File: config.mk
export PLATFORM = sky130hd
export DESIGN_NAME = led_pattern_ctrl
export DESIGN_NICKNAME = d
export VERILOG_FILES = /design/src/rtl/led_pkg.sv /design/src/rtl/led_tick_gen.sv /design/src/rtl/led_pattern_ctrl.sv
export SDC_FILE = /design/constraint.sdc
export NUM_CORES = 1
export LEC_CHECK = 0
export ABC_AREA = 1
export CAP_MARGIN = 40
export CORE_UTILIZATION = 25
export DETAILED_ROUTE_END_ITERATION = 8
export PLACE_DENSITY = 0.48
export SYNTH_ARGS = -nofsm -noshare
export SYNTH_HDL_FRONTEND = slang
export SYNTH_SLANG_ARGS = --single-unit
File: constraint.sdc
create_clock -name clk -period 4.3 [get_ports clk]
set_input_delay 0.86 -clock clk [delete_from_list [all_inputs] [get_ports clk]]
set_output_delay 0.86 -clock clk [all_outputs]
set_load 0.005 [all_outputs]
File: src/rtl/led_pkg.sv
// Shared constants for the LED pattern engine: display modes and sweep direction.
package led_pkg;

    typedef enum logic [1:0] {
        MODE_BLINK    = 2'b00,
        MODE_ROTATE   = 2'b01,
        MODE_PINGPONG = 2'b10,
        MODE_FILL     = 2'b11
    } mode_e;

    typedef enum logic {
        DIR_LEFT  = 1'b0,
        DIR_RIGHT = 1'b1
    } dir_e;

endpackage : led_pkg

File: src/rtl/led_tick_gen.sv
// Free-running divider producing a one-cycle tick every 2^(DIV_BASE + speed*DIV_STEP) cycles.
// The counter is never cleared, so a speed change takes effect on the next match.
module led_tick_gen #(
    parameter int DIV_BASE = 24,
    parameter int DIV_STEP = 1
) (
    input  logic       clk,
    input  logic       rst_n,
    input  logic [1:0] speed,
    output logic       tick
);

    localparam int CW = DIV_BASE + 3 * DIV_STEP;
    localparam int KW = $clog2(CW + 1);

    logic [CW-1:0] cnt;
    logic [KW-1:0] k;
    logic [CW-1:0] mask;

    // Tick whenever the low k counter bits are all ones; k = CW shifts the mask to all ones.
    always_comb begin
        k    = KW'(DIV_BASE + int'(speed) * DIV_STEP);
        mask = ~({CW{1'b1}} << k);
        tick = &(cnt | ~mask);
    end

    // Divider counts every cycle, independent of enable or mode.
    always_ff @(posedge clk or negedge rst_n) begin
        if (!rst_n) begin
            cnt <= '0;
        end else begin
            cnt <= cnt + CW'(1);
        end
    end

endmodule : led_tick_gen

File: src/rtl/led_pattern_ctrl.sv
// LED pattern engine: blink, rotate, ping-pong and fill-bar patterns advanced on a divided tick.
// A mode change reseeds the pattern and takes priority over an advance in the same cycle.
module led_pattern_ctrl
    import led_pkg::*;
#(
    parameter int LED_W    = 16,
    parameter int DIV_BASE = 24,
    parameter int DIV_STEP = 1
) (
    input  logic             clk,
    input  logic             rst_n,
    input  logic             en,
    input  logic [1:0]       speed,
    input  logic [1:0]       mode,
    output logic [LED_W-1:0] led,
    output logic             step
);

    localparam logic [LED_W-1:0] ONE_HOT0 = {{(LED_W-1){1'b0}}, 1'b1};

    mode_e            mode_q;
    dir_e             dir;
    logic             tick;
    logic             reload;
    logic             advance;
    logic [LED_W-1:0] led_nxt;
    logic [LED_W-1:0] seed;
    dir_e             dir_nxt;

    led_tick_gen #(
        .DIV_BASE (DIV_BASE),
        .DIV_STEP (DIV_STEP)
    ) u_tick_gen (
        .clk   (clk),
        .rst_n (rst_n),
        .speed (speed),
        .tick  (tick)
    );

    // Seed for the incoming mode and the next pattern value for the current mode.
    always_comb begin
        reload  = (mode_e'(mode) != mode_q);
        advance = tick & en & ~reload;

        case (mode_e'(mode))
            MODE_BLINK:    seed = '1;
            MODE_ROTATE:   seed = ONE_HOT0;
            MODE_PINGPONG: seed = ONE_HOT0;
            default:       seed = '0;
        endcase

        led_nxt = led;
        dir_nxt = dir;
        case (mode_q)
            MODE_BLINK: led_nxt = ~led;
            MODE_ROTATE: led_nxt = {led[LED_W-2:0], led[LED_W-1]};
            MODE_PINGPONG: begin
                if (dir == DIR_LEFT && led[LED_W-1]) begin
                    dir_nxt = DIR_RIGHT;
                    led_nxt = led >> 1;
                end else if (dir == DIR_RIGHT && led[0]) begin
                    dir_nxt = DIR_LEFT;
                    led_nxt = led << 1;
                end else if (dir == DIR_LEFT) begin
                    led_nxt = led << 1;
                end else begin
                    led_nxt = led >> 1;
                end
            end
            default: begin
                if (&led) led_nxt = '0;
                else      led_nxt = {led[LED_W-2:0], 1'b1};
            end
        endcase
    end

    // Pattern state: reload beats advance, advance beats hold; step marks each advance.
    always_ff @(posedge clk or negedge rst_n) begin
        if (!rst_n) begin
            led    <= '1;
            step   <= 1'b0;
            mode_q <= MODE_BLINK;
            dir    <= DIR_LEFT;
        end else begin
            mode_q <= mode_e'(mode);
            step   <= 1'b0;
            if (reload) begin
                led <= seed;
                dir <= DIR_LEFT;
            end else if (advance) begin
                led  <= led_nxt;
                dir  <= dir_nxt;
                step <= 1'b1;
            end
        end
    end

endmodule : led_pattern_ctrl

==> flow_metrics.py <==
metrics = {
    "drt": {
        "firstDrtPassIters": 6,
        "num_vias": 2615,
        "viasPerCell": 4.40,
        "drc": 6,
        "wire_per_inst_um": 12.2,
        "wirelength_um": 7260,
        "drt-initial-drc-count": 216,
        "ant_nets": 0,
    },
    "global_route": {
        "grt-ovfl-total": 0,
        "grt_pass1_wl_um": 12800,
        "first_global_vias": 2581,
        "antenna_found_initial": 0,
        "grt_max_degree": 29,
        "gr-usage-all-layers_pct": 12.9,
    },
    "power_and_ir_drop": {
        "seq_power_share_pct": 43.4,
        "ir_drop_uv": 141,
        "finalPower_mw": 1.23,
        "p_leak_nw": 1.74,
        "p_switching_uw": 354,
        "power_frac_comb_pct": 18.4,
        "p_int_uw": 877,
        "power_frac_clock_pct": 38.1,
        "power_density_nw_per_um2": 350,
        "swShare_pct": 28.8,
    },
    "layout": {
        "syn_to_final_growth_pct": 17.4,
        "drive_gt1_share_pct": 9.98,
        "layout.nets": 458,
        "post-route-util_pct": 30.4,
        "register_area_um2": 1200,
        "num_antenna_cells": 0,
        "design_area_um2": 3510,
        "multi_input_area_um2": 1550,
        "fill_cells": 1234,
    },
    "timing": {
        "fin_skew_ns": 0.00493,
        "fin_crit_ns": 2.35,
        "max_clock_freq_mhz": 426,
        "layout_worst_path_cycle_share_pct": 54.6,
        "fin_setup_tns_ns": 0,
        "setup_viol": 0,
        "rsz0062_at_grt": "no",
        "relSlewSlack_pct": 53.3,
        "final_hold_viol_count": 0,
        "drv_slew": 0,
        "worst_pin_slew_ns": 0.700,
    },
    "die": {
        "die_height_um": 111,
        "ios": 24,
        "die_x_um": 111,
        "row_count": 39,
        "initial_core_util_pct": 25.9,
        "die_area_um2": 12400,
        "coreArea_um2": 11600,
    },
    "place": {
        "hpwl_um": 5120,
        "gp_congestion": 0.821,
        "port_buffers": 23,
        "place_area_um2": 3340,
    },
    "yosys": {
        "avgSynthCellArea_um2": 6.96,
        "synth_top_cell_by_area": "dfrtp_1",
        "synth_edf_count": 0,
        "synth_cells": 430,
        "async_reset_ff_share_pct": 100,
        "synthTopCellsByArea": "dfrtp_1, nand2_1, dfstp_2, nand3_1, inv_1",
        "yosysWarnings": 0,
        "ys_seq_area_share_pct": 40.0,
        "synthTopCellsByCount": "nand2_1, inv_1, nand3_1, nor2_1, dfrtp_1",
        "syn-num-nets": 438,
        "synth-seq-cells": 47,
        "ys_types": 32,
        "yosys_most_used_dff": "dfrtp_1",
        "yosysTopAreaCellShare_pct": 25.9,
        "synth_most_common_cell": "nand2_1",
        "syn-cell-area_um2": 2990,
    },
    "setup_path": {
        "required_ns": 3.44,
        "worstPathArrival_ns": 1.49,
        "endpoint_kind": "output pin",
        "slowest_stage": "dfstp_2",
        "worstPathCellList": "clkdlybuf4s50_1",
        "crit_buf_inv": 1,
        "start_kind": "flop",
        "worstPathMaxFanout": 10,
        "crit_family": "flip-flops",
        "slowest_delay_ns": 0.63,
        "r2r_slack_ns": 2.42,
        "worstSetupPathType": "reg2out",
    },
    "cts": {
        "root_buffer": "clkbuf_16",
        "cts_made_buffers": 5,
        "insertion_delay_ns": 0.29,
        "ctsHoldBuffers": 0,
        "path_clk_slew_ns": 0.07,
        "cts_num_sinks": 47,
        "cts.path.max_buffers": 2,
        "post_cts_resized": 0,
        "h-tree-depth": 2,
        "cts_tree": "built",
        "postCtsSetupBuffers": 0,
    },
    "job": {
        "maxCapViolCount": 0,
    },
    "worst_hold_path": {
        "hold_class": "reg2reg",
    },
    "run_status": {
        "status": "finished, violations left",
        "violations": "DRC",
    },
}
cell type report:
type | instances | share of cell area [%]
Sequential cell | 47 | 34.0
Clock buffer | 6 | 3.95
Inverter | 43 | 4.73
Timing Repair Buffer | 26 | 7.05
Tap cell | 143 | 5.09
Multi-Input combinational cell | 327 | 44.0
Clock inverter | 2 | 1.10
placed cells by master, fill, tap and decap left out, drive strengths merged:
master / instances
or2: 1
buf: 4
xnor2: 9
nand3: 36
and3: 1
nor3: 6
a31oi: 2
inv: 44
nand2: 185
dfstp: 16
nor2: 41
o21bai: 1
and2: 1
dfrtp: 31
bufinv: 1
nand4: 5
o21ai: 4
clkdlybuf4s50: 22
a21oi: 15
xor2: 17
nor4: 1
o22ai: 1
clkbuf: 6
ha: 1
worst paths after layout:
kind                                              start                           end  cells after the start
max                                 led[15]$_DFFE_PN1P_                       led[15]                      1
min                        u_tick_gen.cnt[23]$_DFF_PN0_  u_tick_gen.cnt[23]$_DFF_PN0_                      1
max reg2reg                 u_tick_gen.cnt[0]$_DFF_PN0_  u_tick_gen.cnt[26]$_DFF_PN0_                      9
min reg2reg                u_tick_gen.cnt[23]$_DFF_PN0_  u_tick_gen.cnt[23]$_DFF_PN0_                      1
max in group asynchronous                         rst_n           led[11]$_DFFE_PN1P_                      2
min in group asynchronous                         rst_n           mode_q[1]$_DFF_PN0_                      1
metrics by stage:
stage          worst slack [ns]  hold WS [ns]  std cells
5_1_grt                    1.89         0.483        594
2_1_floorplan              2.56         0.441        430
3_5_place_dp               1.93         0.457        586
3_3_place_gp               1.98         0.456        584
6_report                   1.95         0.473        594
4_1_cts                    1.92         0.471        594
cell families after synthesis:
| family | count (synthesis) | share of synthesized area, % |
|---|---|---|
| AND/OR/NAND/NOR | 277 | 39.6 |
| buffers and inverters | 56 | 8.32 |
| flip-flops | 47 | 40.0 |
| XOR/XNOR | 26 | 7.61 |
| AO/OA/AOI/OAI | 23 | 4.06 |
| adder cells (fa/ha/maj) | 1 | 0.418 |
sequential cells by signal, indices dropped and copies added (netlist names):
| signal | cells |
|---|---|
| step | 1 |
| led | 16 |
| dir | 1 |
| mode_q | 2 |
| u_tick_gen.cnt | 27 |
power groups by stage:
stage	Sequential, mW	Clock, mW	Combinational, mW
final	0.535	0.469	0.227
after global placement	0.545	0	0.223
after CTS	0.536	0.486	0.230
after global routing	0.543	0.502	0.260
after floorplan	0.525	0	0.145
after detailed placement	0.543	0	0.230
per-layer routing:
| layer | vias up | share of wire (%) | GRT usage [%] | wire [um] |
|---|---|---|---|---|
| met5 | - | 0 | 0 | 0 |
| met4 | 0 | 1.1 | 3.51 | 82 |
| met3 | 6 | 4.0 | 2.45 | 287 |
| met2 | 39 | 45 | 20.5 | 3290 |
| met1 | 1203 | 50 | 17.8 | 3610 |
| li1 | 1367 | - | - | - |
(Power assumes the default switching activity.)
